==> config.mk <==
export PLATFORM = sky130hd
export DESIGN_NAME = wide_add_sequencer
export DESIGN_NICKNAME = d
export VERILOG_FILES = /design/src/rtl/wide_add_sequencer.sv
export SDC_FILE = /design/constraint.sdc
export NUM_CORES = 1
export LEC_CHECK = 0
export ABC_CLOCK_PERIOD_IN_PS = 5300
export CORE_UTILIZATION = 35
export DETAILED_ROUTE_END_ITERATION = 6
export MAX_ROUTING_LAYER = met4
export SETUP_SLACK_MARGIN = 0.2
export SLEW_MARGIN = 20
export SYNTH_ARGS = -nofsm -noshare
export SYNTH_HDL_FRONTEND = slang
export SYNTH_SLANG_ARGS = --single-unit
export TNS_END_PERCENT = 30
==> constraint.sdc <==
create_clock -name clk -period 5.3 [get_ports clk]
set_clock_uncertainty 0.15 [all_clocks]
set_input_delay 1.59 -clock clk [delete_from_list [all_inputs] [get_ports clk]]
set_output_delay 1.59 -clock clk [all_outputs]
set_load 0.02 [all_outputs]
==> src/rtl/wide_add_sequencer.sv <==
// Multi-cycle wide adder: sequences N_SLICES 16-bit additions through one
// 16-bit carry-look-ahead adder, LSB slice first, chaining the carry in a register.

module carry_look_ahead_16bit (
  input  logic [15:0] a,
  input  logic [15:0] b,
  input  logic        cin,
  output logic [15:0] sum,
  output logic        cout
);

  logic [15:0] p;
  logic [15:0] g;
  logic [15:0] c;
  logic        grp_p;
  logic        grp_g;
  logic        grp_carry;
  logic        bit_carry;

  assign p = a ^ b;
  assign g = a & b;

  // Four 4-bit groups; the group carry skips ahead using group propagate/generate
  always_comb begin
    c         = '0;
    grp_p     = 1'b0;
    grp_g     = 1'b0;
    grp_carry = cin;
    bit_carry = 1'b0;
    for (int j = 0; j < 4; j++) begin
      grp_p = &p[4*j +: 4];
      grp_g = g[4*j+3]
            | (p[4*j+3] & g[4*j+2])
            | (p[4*j+3] & p[4*j+2] & g[4*j+1])
            | (p[4*j+3] & p[4*j+2] & p[4*j+1] & g[4*j]);
      bit_carry = grp_carry;
      for (int i = 0; i < 4; i++) begin
        c[4*j+i]  = bit_carry;
        bit_carry = g[4*j+i] | (p[4*j+i] & bit_carry);
      end
      grp_carry = grp_g | (grp_p & grp_carry);
    end
  end

  assign sum  = p ^ c;
  assign cout = grp_carry;

endmodule

module wide_add_sequencer #(
  parameter int N_SLICES = 4
) (
  input  logic                    clk,
  input  logic                    rst_n,
  input  logic                    in_valid,
  output logic                    in_ready,
  input  logic [16*N_SLICES-1:0]  a,
  input  logic [16*N_SLICES-1:0]  b,
  input  logic                    cin,
  output logic                    out_valid,
  input  logic                    out_ready,
  output logic [16*N_SLICES-1:0]  sum,
  output logic                    cout,
  output logic                    busy
);

  localparam int W   = 16 * N_SLICES;
  localparam int K_W = (N_SLICES > 1) ? $clog2(N_SLICES) : 1;

  typedef enum logic [1:0] {IDLE, RUN, DONE} state_t;

  state_t         state;
  state_t         next_state;
  logic [W-1:0]   op_a;
  logic [W-1:0]   op_b;
  logic           carry;
  logic [K_W-1:0] k;
  logic           last_slice;
  logic [15:0]    slice_a;
  logic [15:0]    slice_b;
  logic [15:0]    slice_sum;
  logic           slice_cout;

  assign last_slice = (k == K_W'(N_SLICES - 1));
  assign slice_a    = op_a[16*k +: 16];
  assign slice_b    = op_b[16*k +: 16];

  carry_look_ahead_16bit u_cla (
    .a    (slice_a),
    .b    (slice_b),
    .cin  (carry),
    .sum  (slice_sum),
    .cout (slice_cout)
  );

  always_ff @(posedge clk) begin
    if (!rst_n) state <= IDLE;
    else        state <= next_state;
  end

  always_comb begin
    next_state = state;
    case (state)
      IDLE:    if (in_valid) next_state = RUN;
      RUN:     if (last_slice) next_state = DONE;
      DONE:    if (out_ready) next_state = IDLE;
      default: next_state = IDLE;
    endcase
  end

  always_comb begin
    in_ready  = (state == IDLE);
    busy      = (state != IDLE);
    out_valid = (state == DONE);
  end

  // k wraps to 0 after the top slice so the slice select always stays in range
  always_ff @(posedge clk) begin
    if (!rst_n) begin
      op_a  <= '0;
      op_b  <= '0;
      carry <= 1'b0;
      k     <= '0;
      sum   <= '0;
      cout  <= 1'b0;
    end else begin
      case (state)
        IDLE: begin
          if (in_valid) begin
            op_a  <= a;
            op_b  <= b;
            carry <= cin;
            k     <= '0;
          end
        end
        RUN: begin
          sum[16*k +: 16] <= slice_sum;
          carry           <= slice_cout;
          k               <= last_slice ? '0 : k + K_W'(1);
          if (last_slice) cout <= slice_cout;
        end
        default: ;
      endcase
    end
  end

endmodule

# Word level (Yosys, flattened, before mapping)
# Index checks and enable logic that the tools add are counted.
[word_totals] reg_bits=198 inputBits=133 out_inout_bits=68 wordCells=107
[op_classes] add_sub_neg=2 n_eq_ne=6 shift=4 mux=10 n_bitwise=67 reduce_logical=11
[op_table] op="indexed part select 64 x 7 -> 16 bit" count=2
[op_table] op="bitwise mux 64 bit" count=1
[op_table] op="variable shift 16 x 34 -> 64 bit (first input constant)" count=1
[op_table] op="indexed part select 16 x 34 -> 64 bit" count=1
[op_table] op="AND 1 bit" count=36
[op_table] op="negation 6 -> 34 bit" count=1
[op_table] op="XOR 16 bit" count=2
[op_table] op="OR 1 bit" count=28
[op_table] op="AND 16 bit" count=1
[op_table] op="AND reduction 4 bit" count=4
[op_table] op="two-way mux 2 bit" count=5
[op_table] op="one-hot mux 2 bit (3 select lines)" count=1
[op_table] op="AND reduction 2 bit" count=3
[op_table] op="equality test 2 bit (second input constant)" count=2
[op_table] op="inequality test 2 bit (second input constant)" count=2
[op_table] op="one-hot mux 2 bit (2 select lines)" count=1
[op_table] op="nonzero test 2 bit" count=2
[op_table] op="AND reduction 3 bit" count=1
[op_table] op="adder 2 x 1 -> 2 bit (second input constant)" count=1
[op_table] op="equality test 2 x 1 -> 1 bit (second input constant)" count=1
[op_table] op="logical NOT 2 bit" count=1
[op_table] op="inequality test 2 x 1 -> 1 bit (second input constant)" count=1
[op_table] op="one-hot mux 1 bit (2 select lines)" count=1
[op_table] op="two-way mux 1 bit" count=1

# Longest topological paths before layout
# Gate-level depths: netlist of the first run.
[logic_depth] ltp_word=20 depth_mapped=16 mapped_depth_nobuf=13

# Cells and area by module
# From an unflattened synthesis of the first run, not the netlist that was laid out.
[hier_totals] hier_cells=931 hier_area_um2=8793.4
[modules_own_cells] module="wide_add_sequencer" instances=1 cells_each=855 area_each_um2=8072.7 seq_area_each_um2=3963.8
[modules_own_cells] module="carry_look_ahead_16bit" instances=1 cells_each=76 area_each_um2=720.7 seq_area_each_um2=0.0

# Least setup slack after synthesis of the first run
# OpenSTA, ideal clock, no wires.
[synth_path] path_type="flip-flop to flip-flop" from="register k[0]" to="register sum[14]" setup_time_ps=118 arrival_ps=3710 t_required_ps=5032 path_slack_ps=1322 stages_incl_launch_ff=15 n_path_buf=2 synth_period_minus_slack_ps=3978 cell_sequence="dfxtp_1 > buf_2 > buf_2 > mux4_2 > ha_1 > nand2_1 > o21ai_0 > and2_1 > nor3b_1 > fa_1 > fa_1 > inv_1 > fa_1 > a22oi_1 > nor2b_1"
[synth_between] elab_chain_cells=20 word_cells_on_any_way=66 classes_between="add/sub (1); shift (4); mux (1); bitwise (57); reduce/logical (3)"
[synth_lines] element="start, declared" line="77" source="logic [K_W-1:0] k;"
[synth_lines] element="start signal, assigned" line="139" source="k <= last_slice ? '0 : k + K_W'(1);"
[synth_lines] element="indexed part select 64 x 7 -> 16 bit, on equally long branches" line="85, 86"
[synth_lines] element="XOR 16 bit or AND 16 bit (tied branches)" line="20, 21"
[synth_lines] element="AND 1 bit, on equally long branches" line="33, 34, 35"
[synth_lines] element="OR 1 bit (tied with other cells)" line="33" source="| (p[4*j+3] & g[4*j+2])"
[synth_lines] element="OR 1 bit or AND 1 bit (tied branches)" line="34, 35"
[synth_lines] element="OR 1 bit" line="35" source="| (p[4*j+3] & p[4*j+2] & p[4*j+1] & g[4*j]);"
[synth_lines] element="OR 1 bit" line="41" source="grp_carry = grp_g | (grp_p & grp_carry);"
[synth_lines] element="AND 1 bit" line="41"
[synth_lines] element="(+4 left out)"
[synth_lines] element="OR 1 bit" line="39" source="bit_carry = g[4*j+i] | (p[4*j+i] & bit_carry);"
[synth_lines] element="AND 1 bit" line="39"
[synth_lines] element="OR 1 bit" line="39"
[synth_lines] element="AND 1 bit" line="39"
[synth_lines] element="OR 1 bit" line="39"
[synth_lines] element="XOR 16 bit" line="45" source="assign sum = p ^ c;"
[synth_lines] element="indexed part select 16 x 34 -> 64 bit" line="137" source="sum[16*k +: 16] <= slice_sum;"
[synth_lines] element="bitwise mux 64 bit (*)" line="137"
[synth_lines] element="end signal, assigned by index" line="137"
[synth_lines] element="end, declared" line="62" source="output logic [16*N_SLICES-1:0] sum,"
# Mark *: on every way between the ends. The rest lies on a longest branch, timed or not.
# A chain may end at the register's enable or synchronous reset.

# Worst setup path after layout of the first run
[layout_path] from="register k[0]" to="register sum[63]"
# Same word-level chain as after synthesis.

==> results.py, run 1 <==
metrics = {
    "route": {
        "drt_iter0_drc": 480,
        "wl_um": 25060,
        "dr_total_vias": 7200,
        "dr_wl_met3_um": 1035,
        "routedWlPerCell_um": 16.83,
        "met1Wirelength_um": 11800,
        "dr.pass1.iters": 7,
        "via_per_inst": 4.835,
        "top_layer": "met4",
        "ant_nets": 0,
        "wl_met2_um": 11890,
        "drc_errors": 1,
    },
    "global_routing": {
        "overflow": 0,
        "grt_pass1_vias": 6783,
        "antenna_found_initial": 0,
        "grt_pass1_wl_um": 38410,
        "grt_max_degree": 130,
        "grt_use_total_pct": 20.04,
    },
    "outcome": {
        "status": "finished, violations left",
        "failed_checks": "design-rule violations",
    },
    "synthesis": {
        "syn_area_sq_um": 8905,
        "ys_seq_area_share_pct": 44.51,
        "synth_area_leaders": "dfxtp_1 45%, nand2_1 13%, a21boi_0 11%, mux4_2 8.1%, ha_1 3.1%",
        "synth_cell_types": 36,
        "synth_warnings": 0,
        "async_flop_share_pct": 0,
        "yosysTopAreaCell": "dfxtp_1",
        "synth-edff-count": 0,
        "syn-num-nets": 1152,
        "syn_avg_cell_area_sq_um": 9.040,
        "ys_ff_latch": 198,
        "synth_ff_type": "dfxtp_1",
        "synthCells": 985,
        "yosysTopAreaCellShare_pct": 44.51,
    },
    "clock_network": {
        "cts_setup_buffers": 0,
        "postCtsResizedCells": 0,
        "h-tree-depth": 4,
        "postCtsHoldBufs": 0,
        "cts_max_path_buffers": 2,
        "cts.sinks": 198,
        "clk_pin_slew_ps": 80,
        "clock_latency_ps": 440,
        "cts_tree": "done",
        "cts_root_buf": "clkbuf_16",
        "numCtsBuffers": 17,
    },
    "die": {
        "rows": 58,
        "die_x_um": 161.5,
        "core_area_sq_um": 25040,
        "fp.dieH_um": 161.5,
        "die_area_sq_um": 26080,
        "ios": 201,
        "start_util_pct": 35.57,
    },
    "cells_and_area": {
        "finalNonFillerCells": 1489,
        "final_common_cell": "nand2_1",
        "n_antenna_cell": 0,
        "num-fill-cells": 2491,
        "area_delta_synth_final_pct": 31.80,
        "drive_above_1_share_pct": 6.989,
        "final_cell_mix": "302 x nand2_1, 199 x clkdlybuf4s50_1, 196 x dfxtp_1, 128 x a21boi_0, 42 x and2_1",
        "layout.nets": 1313,
    },
    "worst_setup_path": {
        "crit_type": "flip-flop to flip-flop",
        "worstSetupStartpointType": "flip-flop",
        "required_ps": 5530,
        "cp.arrival_ps": 4630,
        "end_kind": "flip-flop",
        "crit_path_max_fanout": 25,
    },
    "timing": {
        "period_needed_ps": 4403,
        "worstMarginPinSlew_ps": 1016,
        "setup_viol": 0,
        "hold_viol": 0,
        "slew_headroom_pct": 32.29,
        "clock.fmax_mhz": 227.1,
        "slew_viol_final": 0,
        "tns_ps": 0,
        "post-route-period-util_pct": 83.08,
        "rsz0062_at_grt": "false",
    },
    "power": {
        "pwr-share-comb_pct": 13.3,
        "swShare_pct": 26.72,
        "clkPwrFrac_pct": 39.7,
        "p_leak_nw": 4.234,
        "ir_worst_vdd_v": 0.0001937,
        "intPower_mw": 2.487,
        "p_switching_mw": 0.9067,
        "power_density_nw_per_um2": 289.1,
        "pwr-share-seq_pct": 46.9,
    },
    "placement": {
        "gp_congestion": 0.8365,
        "io_buffers": 200,
        "dp.cells": 1457,
        "hpwl_um": 18270,
    },
    "flow_run": {
        "maxCapViolCount": 0,
    },
    "worst_hold_path": {
        "hp-class": "flip-flop to flip-flop",
    },
}
cell usage after synthesis (2+ instances only):
cell type,instances
a21boi_0,128
a21oi_1,8
a22oi_1,27
and2_1,42
buf_1,2
buf_2,36
buf_4,2
clkbuf_1,25
dfxtp_1,198
fa_1,12
ha_1,22
inv_1,28
mux4_2,32
nand2_1,303
nand2_2,3
nand2b_1,2
nand3_1,6
nand4_1,5
nor2_1,11
nor2b_1,30
nor3_1,3
nor3b_1,3
o21a_1,2
o21ai_0,31
o21ai_1,10
or3_1,2
xnor2_1,3
registers in the layout, summed over array words and instances (netlist names):
register and cells:
carry 1, cout 1, k 2, op_a 64, op_b 64, state 2
sum 64
routing by layer:
| layer | track usage, % | up-vias |
|---|---|---|
| li1 | - | 3616 |
| met1 | 26.30 | 3382 |
| met2 | 31.49 | 186 |
| met3 | 3.493 | 16 |
| met4 | 6.003 | 0 |
| met5 | - | - |
logic make-up (layout without fill, tap and decap cells):
kind of cell	Yosys count	in the layout	synth area share [%]
simple gates	412	412	20.12
compound gates	211	211	16.47
flops	198	198	44.51
buf+inv	93	267	4.510
fa+ha+maj	34	34	5.789
mux	33	33	8.206
xor+xnor	4	4	0.3935
power by group through the flow:
stage	registers, mW	clock network [mW]	logic (mW)
after floorplan	1.61	0	0.250
after global placement	1.63	0	0.450
final	1.59	1.35	0.453
after global routing	1.60	1.43	0.494
after CTS	1.59	1.37	0.458
after detailed placement	1.63	0	0.457
worst paths after layout:
path         cells past startpoint                  start                     to  slack, ps
max                             13      k[0]$_SDFFE_PN0P_   sum[63]$_SDFFE_PN0P_        900
min                              2  op_b[39]$_SDFFE_PN0P_  op_b[39]$_SDFFE_PN0P_        310
min reg2reg                      2  op_b[39]$_SDFFE_PN0P_  op_b[39]$_SDFFE_PN0P_        310
max reg2reg                     13      k[0]$_SDFFE_PN0P_   sum[63]$_SDFFE_PN0P_        900
area by class of cell:
cell class	count	area, sq um	share of cell area (%)
clock buffers	17	425.4	3.625
clock inverters	15	185.2	1.578
inverters	28	105.1	0.8955
multi-input cells	694	4552	38.78
flip-flops and latches	198	3966	33.80
well taps	330	412.9	3.518
repair buffers	207	2090	17.80
stage by stage:
stage / hold slack, ps / instance area, sq um / util (%) / setup WS, ps / power (mW)
floorplan: 290.2 / 8905 / - / 1322 / 1.861
global placement: 297.6 / 11130 / 44.44 / 998.8 / 2.078
detailed placement: 305.5 / 11130 / 44.44 / 900.2 / 2.085
CTS: 315.4 / 11740 / 46.88 / 866.2 / 3.424
global route: 330.8 / 11740 / 46.88 / 599.0 / 3.525
finish: 313.6 / 11740 / 46.88 / 896.7 / 3.394
worst max-delay path: stages, from the launching register on:
cell and delay (ps):
dfxtp_2 890, mux4_2 650, ha_1 300, a21oi_1 160, nor2_1 80, o311a_1 370, nor3b_1 300, fa_1 260
fa_1 170, inv_1 50, fa_1 370, xor2_1 320, a22oi_1 130, nor2b_1 140
Power figures use the tool's default switching activity.
==> inputs of run 2 (changes only) <==
--- a/config.mk
+++ b/config.mk
@@ -5,7 +5,7 @@
 export SDC_FILE = /design/constraint.sdc
 export NUM_CORES = 1
 export LEC_CHECK = 0
-export ABC_CLOCK_PERIOD_IN_PS = 5300
+export ABC_CLOCK_PERIOD_IN_PS = 4400
 export CORE_UTILIZATION = 35
 export DETAILED_ROUTE_END_ITERATION = 6
 export MAX_ROUTING_LAYER = met4
==> constraint.sdc (replaced) <==
create_clock -name clk -period 4.4 [get_ports clk]
set_clock_uncertainty 0.15 [all_clocks]
set_input_delay 1.32 -clock clk [delete_from_list [all_inputs] [get_ports clk]]
set_output_delay 1.32 -clock clk [all_outputs]
set_load 0.02 [all_outputs]
==> run 2 against run 1 <==
Against the previous run: the run still ends with design-rule violations left; first-iteration DRC count fell by 9.0%; maximum frequency grew 8.2%; critical path type unchanged; non-clock buffer count stayed put; worst setup slack lost 570 ps; critical path depth rose by 1; register-to-register slack got worse by 570 ps; utilization fell by 0.070 points; clock power is 11% higher; power is 17% higher.
==> results.py, run 2 (synthesized netlist as in run 1, its figures left out) <==
metrics = {
    "outcome": {
        "status": "finished, violations left",
        "failed_checks": "design-rule violations",
    },
    "worst_setup_path": {
        "startpoint": "k[1]$_SDFFE_PN0P_",
        "end_kind": "flip-flop",
        "worstSetupStartpointType": "flip-flop",
        "required_ps": 4620,
        "r2r_start": "k[1]$_SDFFE_PN0P_",
        "crit_type": "flip-flop to flip-flop",
        "reg2reg_setup_slack_ps": 330,
        "r2r.worst_path.cells": 14,
        "crit_path_max_fanout": 29,
        "cp.arrival_ps": 4290,
    },
    "clock_network": {
        "cts.sinks": 198,
        "postCtsHoldBufs": 0,
        "cts_root_buf": "clkbuf_16",
        "cts_tree": "done",
        "numCtsBuffers": 17,
        "clock_latency_ps": 440,
        "cts_max_path_buffers": 2,
        "h-tree-depth": 4,
        "clk_pin_slew_ps": 70,
    },
    "worst_hold_path": {
        "min_path_cells": 2,
        "hp-class": "flip-flop to flip-flop",
        "hp-start": "op_b[39]$_SDFFE_PN0P_",
    },
    "power": {
        "power_mw": 3.961,
        "p_switching_mw": 1.049,
        "swShare_pct": 26.49,
        "pwr-share-seq_pct": 48.2,
        "clkPwrFrac_pct": 37.8,
        "ir_worst_vdd_v": 0.0002561,
        "power_density_nw_per_um2": 338.0,
        "intPower_mw": 2.912,
        "p_leak_nw": 4.221,
        "pwr-share-comb_pct": 14.0,
    },
    "global_routing": {
        "grt_max_degree": 158,
        "antenna_found_initial": 0,
        "overflow": 0,
        "grt_use_total_pct": 19.65,
        "grt_pass1_vias": 6784,
        "grt_pass1_wl_um": 37810,
    },
    "route": {
        "drc_errors": 1,
        "ant_nets": 0,
        "routedWlPerCell_um": 16.31,
        "drt_iter0_drc": 437,
        "via_per_inst": 4.787,
        "dr.pass1.iters": 7,
        "wl_um": 24280,
        "dr_total_vias": 7128,
    },
    "cells_and_area": {
        "num-fill-cells": 2441,
        "drive_above_1_share_pct": 7.075,
        "final_common_cell": "nand2_1",
        "reg.largest.list": "op_a x64, op_b x64, sum x64",
        "n_antenna_cell": 0,
        "final_cell_mix": "302 x nand2_1, 199 x clkdlybuf4s50_1, 196 x dfxtp_1, 128 x a21boi_0, 42 x and2_1",
        "area_delta_synth_final_pct": 31.60,
        "layout.nets": 1313,
    },
    "timing": {
        "tns_ps": 0,
        "post-route-period-util_pct": 92.53,
        "setup_viol": 0,
        "worstMarginPinSlew_ps": 750.2,
        "rsz0062_at_grt": "true",
        "hold_viol": 0,
        "period_needed_ps": 4071,
        "slew_viol_final": 0,
        "slew_headroom_pct": 49.60,
        "clock.fmax_mhz": 245.6,
    },
    "die": {
        "die_area_sq_um": 26080,
        "rows": 58,
        "fp.dieH_um": 161.5,
        "ios": 201,
        "start_util_pct": 35.57,
        "core_area_sq_um": 25040,
        "die_x_um": 161.5,
    },
    "placement": {
        "hpwl_um": 17830,
        "io_buffers": 200,
        "gp_congestion": 0.8017,
    },
    "flow_run": {
        "maxCapViolCount": 0,
    },
}
[run 2: cell count changes in the layout (fill, tap and decap cells not counted), moves of 2 or more]
cell        delta
clkinv_2       +2
buf_12         +2
buf_4          -2
bufinv_16      -2
inv_8          -2
clkinvlp_4     +2
clkbuf_8       +3
[run 2: worst max-delay path, cell delays in order (launching register included)]
cell     delay (ps)
dfxtp_2         520
buf_12          260
mux4_2          530
ha_1            400
nand4_1         110
inv_1            90
o311a_1         220
nor3b_1          80
fa_1            380
fa_1            380
inv_1            80
fa_1            180
xor2_1          340
a22oi_1         120
nor2b_1         150
[run 2: worst paths after layout]
path                                               to
worst max-delay path             sum[31]$_SDFFE_PN0P_
worst min-delay path            op_b[39]$_SDFFE_PN0P_
worst max register to register   sum[31]$_SDFFE_PN0P_
worst min register to register  op_b[39]$_SDFFE_PN0P_
[run 2: routing by layer]
layer | share of wire (%) | wire, um | up-vias | GRT usage, %
li1 | - | - | 3613 | -
met1 | 48 | 11570 | 3338 | 26.05
met2 | 47 | 11350 | 160 | 30.78
met3 | 4.4 | 1064 | 17 | 3.852
met4 | 1.2 | 299 | 0 | 4.674
met5 | 0 | 0 | - | -
[run 2: power groups by stage]
stage	clock network, mW	logic, mW	registers, mW
6_report	1.50	0.555	1.91
5_1_grt	1.60	0.608	1.92
4_1_cts	1.52	0.561	1.91
3_5_place_dp	0	0.560	1.95
3_3_place_gp	0	0.555	1.95
2_1_floorplan	0	0.301	1.94
[run 2: layout make-up]
cell class                 instances  area [sq um]  area share, %
timing repair buffer             207          2115          18.04
clock inverter                    12         93.84         0.8008
clock buffer                      20         466.7          3.983
tap                              330         412.9          3.523
multi-input combinational        694          4559          38.91
sequential                       198          3966          33.85
inverter                          28         105.1         0.8969
[run 2: through the flow]
stage	std cells	cell area [sq um]	setup WS (ps)	util (%)	hold slack [ps]
after CTS	1489	11710	310.4	46.78	314.5
after global placement	1457	11150	412.3	44.54	298.6
final	1489	11720	328.5	46.81	310.7
after global routing	1489	11720	57.63	46.81	332.1
after floorplan	985	8905	422.0	-	290.2
after detailed placement	1457	11150	350.3	44.54	305.2
[run 2: timing repair]
item,CTS,global route
gates resized for setup,0,1
setup buffers,0,0
hold endpoints to repair,0,0
setup endpoints to repair,0,12
==> inputs of run 3 (changes only) <==
--- a/config.mk
+++ b/config.mk
@@ -7,6 +7,7 @@
 export LEC_CHECK = 0
 export ABC_CLOCK_PERIOD_IN_PS = 4400
 export CORE_UTILIZATION = 35
+export CTS_CLUSTER_SIZE = 10
 export DETAILED_ROUTE_END_ITERATION = 6
 export MAX_ROUTING_LAYER = met4
 export SETUP_SLACK_MARGIN = 0.2
==> results of run 3 <==
Same layout as run 2: the final DEF is identical, and so are final timing and power.
